File: src/rtl/alu_exec_seq_if.sv
// Execute-stage ALU handshake bundle: operation in (valid/ready), result out (valid/ready), busy status.
// master = issuing side (register-read / testbench), slave = the ALU.
interface alu_exec_seq_if #(
  parameter int XLEN = 32
);
  logic            in_valid;
  logic            in_ready;
  logic [31:0]     instr;
  logic [1:0]      alu_op_cls;
  logic [XLEN-1:0] opa;
  logic [XLEN-1:0] opb;
  logic            out_valid;
  logic            out_ready;
  logic [XLEN-1:0] result;
  logic            illegal;
  logic            busy;

  modport master (
    output in_valid, instr, alu_op_cls, opa, opb, out_ready,
    input  in_ready, out_valid, result, illegal, busy
  );

  modport slave (
    input  in_valid, instr, alu_op_cls, opa, opb, out_ready,
    output in_ready, out_valid, result, illegal, busy
  );
endinterface

File: src/rtl/alu_exec_seq.sv
// Decoding ALU with registered valid/ready result; ALU_EXEC_MEXT_EN adds RV32M mul and an iterative divider.
// Latency 1 cycle (long divides 1+XLEN/DIV_UNROLL); accepts only in IDLE when the output slot is free or draining.
module alu_exec_seq #(
  parameter int XLEN       = 32,
  parameter int DIV_UNROLL = 1
) (
  input  logic          clk,
  input  logic          rst_n,
  alu_exec_seq_if.slave bus
);

  localparam int SHW   = $clog2(XLEN);
  localparam int ITER  = XLEN / DIV_UNROLL;
  localparam int CNT_W = $clog2(ITER + 1);

  typedef enum logic [1:0] {
    S_IDLE = 2'd0,
    S_HOLD = 2'd1
`ifdef ALU_EXEC_MEXT_EN
    ,S_DIV = 2'd2
`endif
  } state_e;

  typedef enum logic [4:0] {
    OP_ADD, OP_SUB, OP_SLL, OP_SLT, OP_SLTU, OP_XOR, OP_SRL, OP_SRA, OP_OR, OP_AND,
    OP_MUL, OP_MULH, OP_MULHSU, OP_MULHU, OP_DIV, OP_DIVU, OP_REM, OP_REMU, OP_ILL
  } op_e;

  state_e          state, state_nxt;
  op_e             op;
  logic [2:0]      funct3;
  logic [6:0]      funct7;
  logic [XLEN-1:0] a, b, alu_res;
  logic [SHW-1:0]  sh;
  logic            fire_in, fire_out;
  logic            out_vld_q, vld_nxt, ill_q, ill_nxt;
  logic [XLEN-1:0] res_q, res_nxt;
  logic            unused_bits;

  assign funct3      = bus.instr[14:12];
  assign funct7      = bus.instr[31:25];
  assign a           = bus.opa;
  assign b           = bus.opb;
  assign sh          = bus.opb[SHW-1:0];
  assign unused_bits = ^{bus.instr[24:15], bus.instr[11:0]};

  always_comb begin
    op = OP_ADD;
    if (bus.alu_op_cls == 2'b00) begin
      op = OP_ADD;
    end else if (bus.alu_op_cls == 2'b01) begin
      op = OP_SUB;
    end else if (bus.alu_op_cls == 2'b10 && funct7 == 7'b0000001) begin
`ifdef ALU_EXEC_MEXT_EN
      case (funct3)
        3'b000:  op = OP_MUL;
        3'b001:  op = OP_MULH;
        3'b010:  op = OP_MULHSU;
        3'b011:  op = OP_MULHU;
        3'b100:  op = OP_DIV;
        3'b101:  op = OP_DIVU;
        3'b110:  op = OP_REM;
        default: op = OP_REMU;
      endcase
`else
      op = OP_ILL;
`endif
    end else if (bus.alu_op_cls == 2'b10 && funct7 != 7'b0000000 && funct7 != 7'b0100000) begin
      op = OP_ILL;
    end else begin
      // funct7[5] only selects SUB for R-type; I-type ADDI has no subtract form
      case (funct3)
        3'b000:  op = (bus.alu_op_cls == 2'b10 && funct7[5]) ? OP_SUB : OP_ADD;
        3'b001:  op = OP_SLL;
        3'b010:  op = OP_SLT;
        3'b011:  op = OP_SLTU;
        3'b100:  op = OP_XOR;
        3'b101:  op = funct7[5] ? OP_SRA : OP_SRL;
        3'b110:  op = OP_OR;
        default: op = OP_AND;
      endcase
    end
  end

`ifdef ALU_EXEC_MEXT_EN
  logic [2*XLEN-1:0] mul_a, mul_b, prod;
  logic              div_sgn, div_long;
  logic [XLEN-1:0]   dq, dr, dd, dq_nxt, dr_nxt, dd_nxt, dq_step, dr_step;
  logic [XLEN:0]     r_sh;
  logic [CNT_W-1:0]  cnt, cnt_nxt;
  logic              neg_q, neg_r, is_rem, negq_nxt, negr_nxt, rem_nxt;

  always_comb begin
    mul_a = (op == OP_MULH || op == OP_MULHSU) ? {{XLEN{a[XLEN-1]}}, a} : {{XLEN{1'b0}}, a};
    mul_b = (op == OP_MULH) ? {{XLEN{b[XLEN-1]}}, b} : {{XLEN{1'b0}}, b};
    prod  = mul_a * mul_b;
  end

  // Divide-by-zero and signed overflow finish in the single-cycle path
  assign div_sgn  = (op == OP_DIV) || (op == OP_REM);
  assign div_long = (op == OP_DIV || op == OP_DIVU || op == OP_REM || op == OP_REMU) &&
                    (b != '0) && !(div_sgn && a == {1'b1, {(XLEN-1){1'b0}}} && b == '1);

  // Restoring divide on magnitudes: dividend bits leave dq's MSB, quotient bits enter its LSB
  always_comb begin
    dq_step = dq;
    dr_step = dr;
    r_sh    = '0;
    for (int i = 0; i < DIV_UNROLL; i++) begin
      r_sh    = {dr_step, dq_step[XLEN-1]};
      dq_step = {dq_step[XLEN-2:0], 1'b0};
      if (r_sh >= {1'b0, dd}) begin
        r_sh       = r_sh - {1'b0, dd};
        dq_step[0] = 1'b1;
      end
      dr_step = r_sh[XLEN-1:0];
    end
  end
`endif

  always_comb begin
    alu_res = '0;
    case (op)
      OP_ADD:    alu_res = a + b;
      OP_SUB:    alu_res = a - b;
      OP_SLL:    alu_res = a << sh;
      OP_SLT:    alu_res = {{(XLEN-1){1'b0}}, ($signed(a) < $signed(b))};
      OP_SLTU:   alu_res = {{(XLEN-1){1'b0}}, (a < b)};
      OP_XOR:    alu_res = a ^ b;
      OP_SRL:    alu_res = a >> sh;
      OP_SRA:    alu_res = $signed(a) >>> sh;
      OP_OR:     alu_res = a | b;
      OP_AND:    alu_res = a & b;
`ifdef ALU_EXEC_MEXT_EN
      OP_MUL:    alu_res = prod[XLEN-1:0];
      OP_MULH,
      OP_MULHSU,
      OP_MULHU:  alu_res = prod[2*XLEN-1:XLEN];
      OP_DIV:    alu_res = (b == '0) ? '1 : a;
      OP_DIVU:   alu_res = '1;
      OP_REM:    alu_res = (b == '0) ? a : '0;
      OP_REMU:   alu_res = a;
`endif
      default:   alu_res = '0;
    endcase
  end

  assign fire_in  = bus.in_valid && bus.in_ready;
  assign fire_out = out_vld_q && bus.out_ready;

  always_comb begin
    state_nxt = state;
    vld_nxt   = out_vld_q;
    res_nxt   = res_q;
    ill_nxt   = ill_q;
`ifdef ALU_EXEC_MEXT_EN
    dq_nxt   = dq;
    dr_nxt   = dr;
    dd_nxt   = dd;
    cnt_nxt  = cnt;
    negq_nxt = neg_q;
    negr_nxt = neg_r;
    rem_nxt  = is_rem;
`endif
    case (state)
      S_IDLE: begin
        if (fire_out) vld_nxt = 1'b0;
        if (fire_in) begin
`ifdef ALU_EXEC_MEXT_EN
          if (div_long) begin
            state_nxt = S_DIV;
            vld_nxt   = 1'b0;
            dq_nxt    = (div_sgn && a[XLEN-1]) ? -a : a;
            dd_nxt    = (div_sgn && b[XLEN-1]) ? -b : b;
            dr_nxt    = '0;
            cnt_nxt   = CNT_W'(ITER);
            negq_nxt  = div_sgn && (a[XLEN-1] ^ b[XLEN-1]);
            negr_nxt  = div_sgn && a[XLEN-1];
            rem_nxt   = (op == OP_REM) || (op == OP_REMU);
          end else
`endif
          begin
            vld_nxt = 1'b1;
            res_nxt = alu_res;
            ill_nxt = (op == OP_ILL);
          end
        end
      end
`ifdef ALU_EXEC_MEXT_EN
      S_DIV: begin
        dq_nxt  = dq_step;
        dr_nxt  = dr_step;
        cnt_nxt = cnt - CNT_W'(1);
        if (cnt == CNT_W'(1)) begin
          res_nxt   = is_rem ? (neg_r ? -dr_step : dr_step) : (neg_q ? -dq_step : dq_step);
          ill_nxt   = 1'b0;
          vld_nxt   = 1'b1;
          state_nxt = (out_vld_q && !bus.out_ready) ? S_HOLD : S_IDLE;
        end
      end
`endif
      S_HOLD: begin
        if (bus.out_ready) begin
          vld_nxt   = 1'b0;
          state_nxt = S_IDLE;
        end
      end
      default: state_nxt = S_IDLE;
    endcase
  end

  always_ff @(posedge clk or negedge rst_n) begin
    if (!rst_n) state <= S_IDLE;
    else        state <= state_nxt;
  end

  always_ff @(posedge clk or negedge rst_n) begin
    if (!rst_n) begin
      out_vld_q <= 1'b0;
      res_q     <= '0;
      ill_q     <= 1'b0;
`ifdef ALU_EXEC_MEXT_EN
      dq        <= '0;
      dr        <= '0;
      dd        <= '0;
      cnt       <= '0;
      neg_q     <= 1'b0;
      neg_r     <= 1'b0;
      is_rem    <= 1'b0;
`endif
    end else begin
      out_vld_q <= vld_nxt;
      res_q     <= res_nxt;
      ill_q     <= ill_nxt;
`ifdef ALU_EXEC_MEXT_EN
      dq        <= dq_nxt;
      dr        <= dr_nxt;
      dd        <= dd_nxt;
      cnt       <= cnt_nxt;
      neg_q     <= negq_nxt;
      neg_r     <= negr_nxt;
      is_rem    <= rem_nxt;
`endif
    end
  end

  assign bus.in_ready  = rst_n && (state == S_IDLE) && (!out_vld_q || bus.out_ready);
  assign bus.out_valid = out_vld_q;
  assign bus.result    = res_q;
  assign bus.illegal   = ill_q;
`ifdef ALU_EXEC_MEXT_EN
  assign bus.busy      = (state == S_DIV);
`else
  assign bus.busy      = 1'b0;
`endif

endmodule

File: src/flat_wrapper.sv
// flat-port wrapper written by rule: the top's interface ports become plain ports
module alu_exec_seq_flat 
#(
  parameter int XLEN       = 32,
  parameter int DIV_UNROLL = 1
)
  (clk, rst_n, bus_in_valid, bus_instr, bus_alu_op_cls, bus_opa, bus_opb, bus_out_ready, bus_in_ready, bus_out_valid, bus_result, bus_illegal, bus_busy);
  alu_exec_seq_if #(.XLEN(XLEN)) bus_i ();
  input  logic clk;
  input  logic rst_n;
  input wire logic [$bits(bus_i.in_valid)-1:0] bus_in_valid;
  input wire logic [$bits(bus_i.instr)-1:0] bus_instr;
  input wire logic [$bits(bus_i.alu_op_cls)-1:0] bus_alu_op_cls;
  input wire logic [$bits(bus_i.opa)-1:0] bus_opa;
  input wire logic [$bits(bus_i.opb)-1:0] bus_opb;
  input wire logic [$bits(bus_i.out_ready)-1:0] bus_out_ready;
  output wire logic [$bits(bus_i.in_ready)-1:0] bus_in_ready;
  output wire logic [$bits(bus_i.out_valid)-1:0] bus_out_valid;
  output wire logic [$bits(bus_i.result)-1:0] bus_result;
  output wire logic [$bits(bus_i.illegal)-1:0] bus_illegal;
  output wire logic [$bits(bus_i.busy)-1:0] bus_busy;
  assign bus_i.in_valid = bus_in_valid;
  assign bus_i.instr = bus_instr;
  assign bus_i.alu_op_cls = bus_alu_op_cls;
  assign bus_i.opa = bus_opa;
  assign bus_i.opb = bus_opb;
  assign bus_i.out_ready = bus_out_ready;
  assign bus_in_ready = bus_i.in_ready;
  assign bus_out_valid = bus_i.out_valid;
  assign bus_result = bus_i.result;
  assign bus_illegal = bus_i.illegal;
  assign bus_busy = bus_i.busy;
  alu_exec_seq #(.XLEN(XLEN), .DIV_UNROLL(DIV_UNROLL)) u_core (.clk(clk), .rst_n(rst_n), .bus(bus_i));
endmodule
File: config.mk
export PLATFORM = sky130hd
export DESIGN_NAME = alu_exec_seq_flat
export DESIGN_NICKNAME = d
export VERILOG_FILES = /design/src/rtl/alu_exec_seq_if.sv /design/src/rtl/alu_exec_seq.sv /design/src/flat_wrapper.sv
export SDC_FILE = /design/constraint.sdc
export NUM_CORES = 1
export LEC_CHECK = 0
export CAP_MARGIN = 15
export CORE_MARGIN = 4
export CORE_UTILIZATION = 58
export DETAILED_ROUTE_END_ITERATION = 6
export PLACE_DENSITY = 0.86
export REMOVE_ABC_BUFFERS = 1
export SLEW_MARGIN = 20
export SYNTH_ARGS = -nofsm -noshare
export SYNTH_HDL_FRONTEND = slang
export SYNTH_SLANG_ARGS = --single-unit
export TNS_END_PERCENT = 5
File: constraint.sdc
create_clock -name clk -period 2.2 [get_ports clk]
set_input_delay 0.44 -clock clk [delete_from_list [all_inputs] [get_ports clk]]
set_output_delay 0.44 -clock clk [all_outputs]
set_load 0.01 [all_outputs]
==> out/qor.csv, run 1 <==
metric,value,unit
stage reached,global routing,
vias in the first global route,22069,
gr usage total,91.8,%
Overflow after GRT,605,
Synth warnings,0,
Final GP Congestion,1.25,
largest net degree at the start of global routing,71,
Seq cells post-synth,34,
CTS Buf Count,5,
"EDFF count, synth",0,
port buffer count,114,
dpl hpwl,44.1,mm
I/O pins,138,
clk root buf,clkbuf_16,
clk buf depth,2,
First Err,[ERROR GRT-0116] Global routing finished with congestion. Check the congestion regions in the DRC Viewer.,
ys async rst share,100,%
syn avg cell area,7.02,µm²
sequential area share after synthesis,8.19,%
die height,142,µm
cts hold-fix bufs,0,
CTS HTree Levels,2,
die width,142,µm
clk sinks,34,
status,aborted with a tool error,
synth unique cells,89,
"Top FF cell, synth",dfrtp_1,
Starting Density,59.6,%
Gate Count Post-Synth,1480,
Synth Cell Area,10400,µm²
pre-CTS WS,-1830,ps
first-pass GRT wire length,144,mm
# rows,48,
==> cell usage after synthesis (all sizes together), types with 13 or more instances <==
| cell | instances | area, µm² |
|---|---|---|
| a221oi | 21 | 203 |
| nor4 | 15 | 109 |
| o211ai | 19 | 143 |
| a21o | 20 | 150 |
| o21bai | 18 | 135 |
| inv | 96 | 360 |
| mux2 | 14 | 158 |
| nor2b | 13 | 81.3 |
| o22ai | 22 | 138 |
| mux4 | 36 | 815 |
| ha | 97 | 1210 |
| nor3 | 27 | 135 |
| a21oi | 167 | 840 |
| buf | 59 | 373 |
| mux2i | 53 | 531 |
| dfrtp | 34 | 851 |
| a211oi | 32 | 240 |
| nand3 | 25 | 125 |
| clkbuf | 60 | 229 |
| nand2 | 140 | 526 |
| nor2 | 171 | 644 |
| a31oi | 16 | 115 |
| o21ai | 136 | 681 |
==> cells by family after synthesis <==
family / share of synthesized area (%)
muxes: 14.5
xor gates and xnor gates: 0.422
buffers and inverters: 9.30
and+or+nand+nor: 19.3
AOI/OAI and AO/OA: 36.2
other: 0.0361
DFF: 8.19
adders and majority gates: 12.1
==> routing by layer <==
metal,GRT usage (%),overflow
met4,96.7,194
met5,68.7,1
met3,83.2,33
met2,104,345
met1,87.1,32
==> metrics by stage <==
stage	instances	utilization [%]	TNS [ps]	instance area (µm²)
after CTS	2229	92.9	-20390	16200
after global placement	2195	86.3	-38840	15000
after floorplan	1361	-	-39900	9780
after detailed placement	2195	86.3	-45130	15000
==> what timing repair did <==
action | CTS
resized for setup | 253
setup endpoints to repair | 33
pin swaps | 70
setup buffers | 27
==> inputs of run 2 (changes only) <==
--- a/config.mk
+++ b/config.mk
@@ -7,9 +7,9 @@
 export LEC_CHECK = 0
 export CAP_MARGIN = 15
 export CORE_MARGIN = 4
-export CORE_UTILIZATION = 58
+export CORE_UTILIZATION = 40
 export DETAILED_ROUTE_END_ITERATION = 6
-export PLACE_DENSITY = 0.86
+export PLACE_DENSITY_LB_ADDON = 0.15
 export REMOVE_ABC_BUFFERS = 1
 export SLEW_MARGIN = 20
 export SYNTH_ARGS = -nofsm -noshare
==> run 2 against run 1 <==
Compared with the run above:
- the flow now finishes, with violations (setup timing)
- area after synthesis did not move
- synthesized cell count unchanged
==> out/qor.csv, run 2 <==
metric,value,unit
multi-input combinational cell area,9310,µm²
clk sinks,34,
combinational family with the most area after synthesis,compound AO/OA/AOI/OAI gates,
Placement Cell Area,15600,µm²
status,finished with violations,
simple-gate portion of the synthesized area,19.3,%
clock-pin slew on the worst setup and hold paths,70,ps
I/O pins,138,
PwrDens,365,nW/µm²
core area,25300,µm²
leading post-synthesis cells by cell area,"ha_1 (12%), dfrtp_1 (8.2%), a21oi_1 (8.0%)",
Gate Count Post-Synth,1480,
Vias,14680,
Synth warnings,0,
Crit Path Category,input port to register,
Fmax,0.315,GHz
Starting Density,41.0,%
number of remaining DRC errors,0,
ys async rst share,100,%
Iter 0 DRT Violations,2072,
dpl hpwl,44.4,mm
first-pass GRT wire length,84.6,mm
mux share of post-synthesis cell area,14.5,%
clk root buf,clkbuf_16,
synth unique cells,89,
most frequent cells in the layout,"buf_4 (537), nor2_1 (165), a21oi_1 (146), nand2_1 (136), o21ai_0 (103)",
CTS tree,built,
"Max FO, Critical Path",4,
clock power share,14.1,%
Final GP Congestion,1.03,
Post-Synth Adder-Cell Area,12.1,%
failing checks,setup timing,
cell chain of the critical path,"buf_4, inv_1, ha_4, buf_4, a21o_1, a21oi_1, or4_4, a31o_4, a211o_1, a311oi_4, nor2_2, o21a_1, a2111oi_4, o31ai_1",
via/cell ratio,6.18,
switch share,45.4,%
share of layout cells above drive strength 1,38.0,%
Critical Path End Type,register,
die area,28600,µm²
Synth Cell Area,10400,µm²
Reg area,851,µm²
Internal,3.32,mW
crit-path most repeated cell,buf_4,
nets,2246,
Tcrit/Tclk final,144,%
die height,169,µm
Seq cells post-synth,34,
final worst slack,-976,ps
"EDFF count, synth",0,
"commonest non-fill, non-tap cell in the layout",buf_4,
design area,16700,µm²
type of origin of the critical path,input port,
Post-DRT Antenna Nets,0,
flop2flop setup slack,80,ps
pre-CTS WS,-1910,ps
worst r2r dst,u_core.bus.result[29],
most frequent cell after synthesis,nor2_1,
Logic pwr share,72.8,%
slowest CP cell,or4_4,
sequential area share after synthesis,8.19,%
Overflow after GRT,0,
clk buf depth,2,
max cap viols,0,
final hold violations,0,
Lkg Pwr,7.64,nW
largest net degree at the start of global routing,74,
top-area cell type share of the netlist area,11.7,%
biggest area consumer among synthesized cells,ha_1,
Worst Reg2Reg Path Length in Cells,10,
CTS HTree Levels,2,
diode count,0,
Worst-Skew Late Latency,310,ps
Seq pwr share,13.1,%
Post-Synth XOR/XNOR Area,0.422,%
vias in the first global route,14249,
CP arrival,3360,ps
Wirelength per Cell,23.8,µm
Hold WC Path Type,input port to async pin,
CTS Buf Count,5,
min cycle time layout,3180,ps
max reg flops,32,
syn avg cell area,7.02,µm²
Slew @ Worst Pin,770,ps
R2R Path Start,u_core.bus.out_valid,
"Top FF cell, synth",dfrtp_1,
Slew Limit Fails,0,
RSZ-0062 raised after global routing,yes,
routed wire length,56.6,mm
initial antenna violation count,1,
port buffer count,114,
worst clock skew,4.07,ps
Synth-to-Final Area Change,60.6,%
Final setup viols,32,
die width,169,µm
crit-path max cell delay,470,ps
gr usage total,38.0,%
DRT Pass-1 Iters,7,
VDD IR max,0.000282,V
setup TNS,-21550,ps
# rows,58,
most frequent cells after synthesis,"nor2_1 (170), a21oi_1 (166), nand2_1 (140), o21ai_0 (132), ha_1 (97)",
"Req. time, crit path",2390,ps
switching power summed over all nets,2.76,mW
# fillers,2270,
Rel. slew slack,48.7,%
Compound-Gate Fraction of Synth Area,36.2,%
## run 2: cell counts after synthesis
No cell type changed its count.
## run 2: cell type report
class / instances / area share, %
clock buffers: 7 / 0.856
repair buffers: 677 / 33.5
well taps: 330 / 2.48
flip-flops and latches: 34 / 5.10
inverters: 97 / 2.18
clock inverters: 1 / 0.0300
multi-input cells: 1230 / 55.8
## run 2: power groups by stage
stage	Sequential [mW]	Combinational, mW	Clock (mW)
floorplan	0.844	1.66	0
detailed placement	0.808	3.99	0
finish	0.798	4.42	0.857
CTS	0.797	4.20	0.866
global route	0.813	4.69	0.881
global placement	0.806	3.96	0
## run 2: worst max path at each step
stage | from | end | cells past startpoint
floorplan | bus_opb[2] | u_core.bus.result[24] | 12
global placement | bus_opa[0] | u_core.bus.result[30] | 14
detailed placement | bus_opa[0] | u_core.bus.result[28] | 14
CTS | bus_opa[0] | u_core.bus.result[24] | 14
global route | bus_opa[5] | u_core.bus.result[19] | 13
finish | bus_opb[1] | u_core.bus.result[19] | 14
## run 2: repair_timing
| item | CTS | global route |
|---|---|---|
| setup buffers | 8 | 13 |
| gates cloned | 0 | 1 |
| hold buffers | 0 | 0 |
| endpoints found under the setup margin | 33 | 32 |
| hold endpoints to repair | 0 | 0 |
| pin swaps | 49 | 22 |
| gates resized for setup | 178 | 55 |
## run 2: routing by layer
layer	GRT usage [%]	vias up	share of wire (%)
met5	0	-	0
met4	16.0	0	5.3
met3	7.17	180	10
met2	60.4	900	44
met1	50.8	6953	40
li1	-	6647	-
## run 2: cell families (layout without fill, tap and decap cells)
| family | count (synthesis) | count (layout) |
|---|---|---|
| compound gates | 574 | 574 |
| simple gates | 448 | 448 |
| buf+inv | 216 | 782 |
| mux | 103 | 103 |
| fa+ha+maj | 99 | 99 |
| flops | 34 | 34 |
| xor+xnor | 5 | 5 |
| other cells | 1 | 1 |
## run 2: per-stage QoR
step	power [mW]	std cells	hold WS (ps)	util [%]
3_5_place_dp	4.79	2346	469	61.4
2_1_floorplan	2.50	1361	144	-
6_report	6.08	2376	436	65.8
3_3_place_gp	4.77	2346	462	61.4
4_1_cts	5.86	2362	475	64.5
5_1_grt	6.39	2376	493	65.8
## run 2: worst max-delay path, delay by kind of cell
| family | cells | cell delay (ps) |
|---|---|---|
| adder cells (fa/ha/maj) | 1 | 300 |
| AO/OA/AOI/OAI | 8 | 1780 |
| buffers and inverters | 3 | 300 |
| AND/OR/NAND/NOR | 2 | 530 |
No activity file was read; power rests on OpenSTA's default activity.
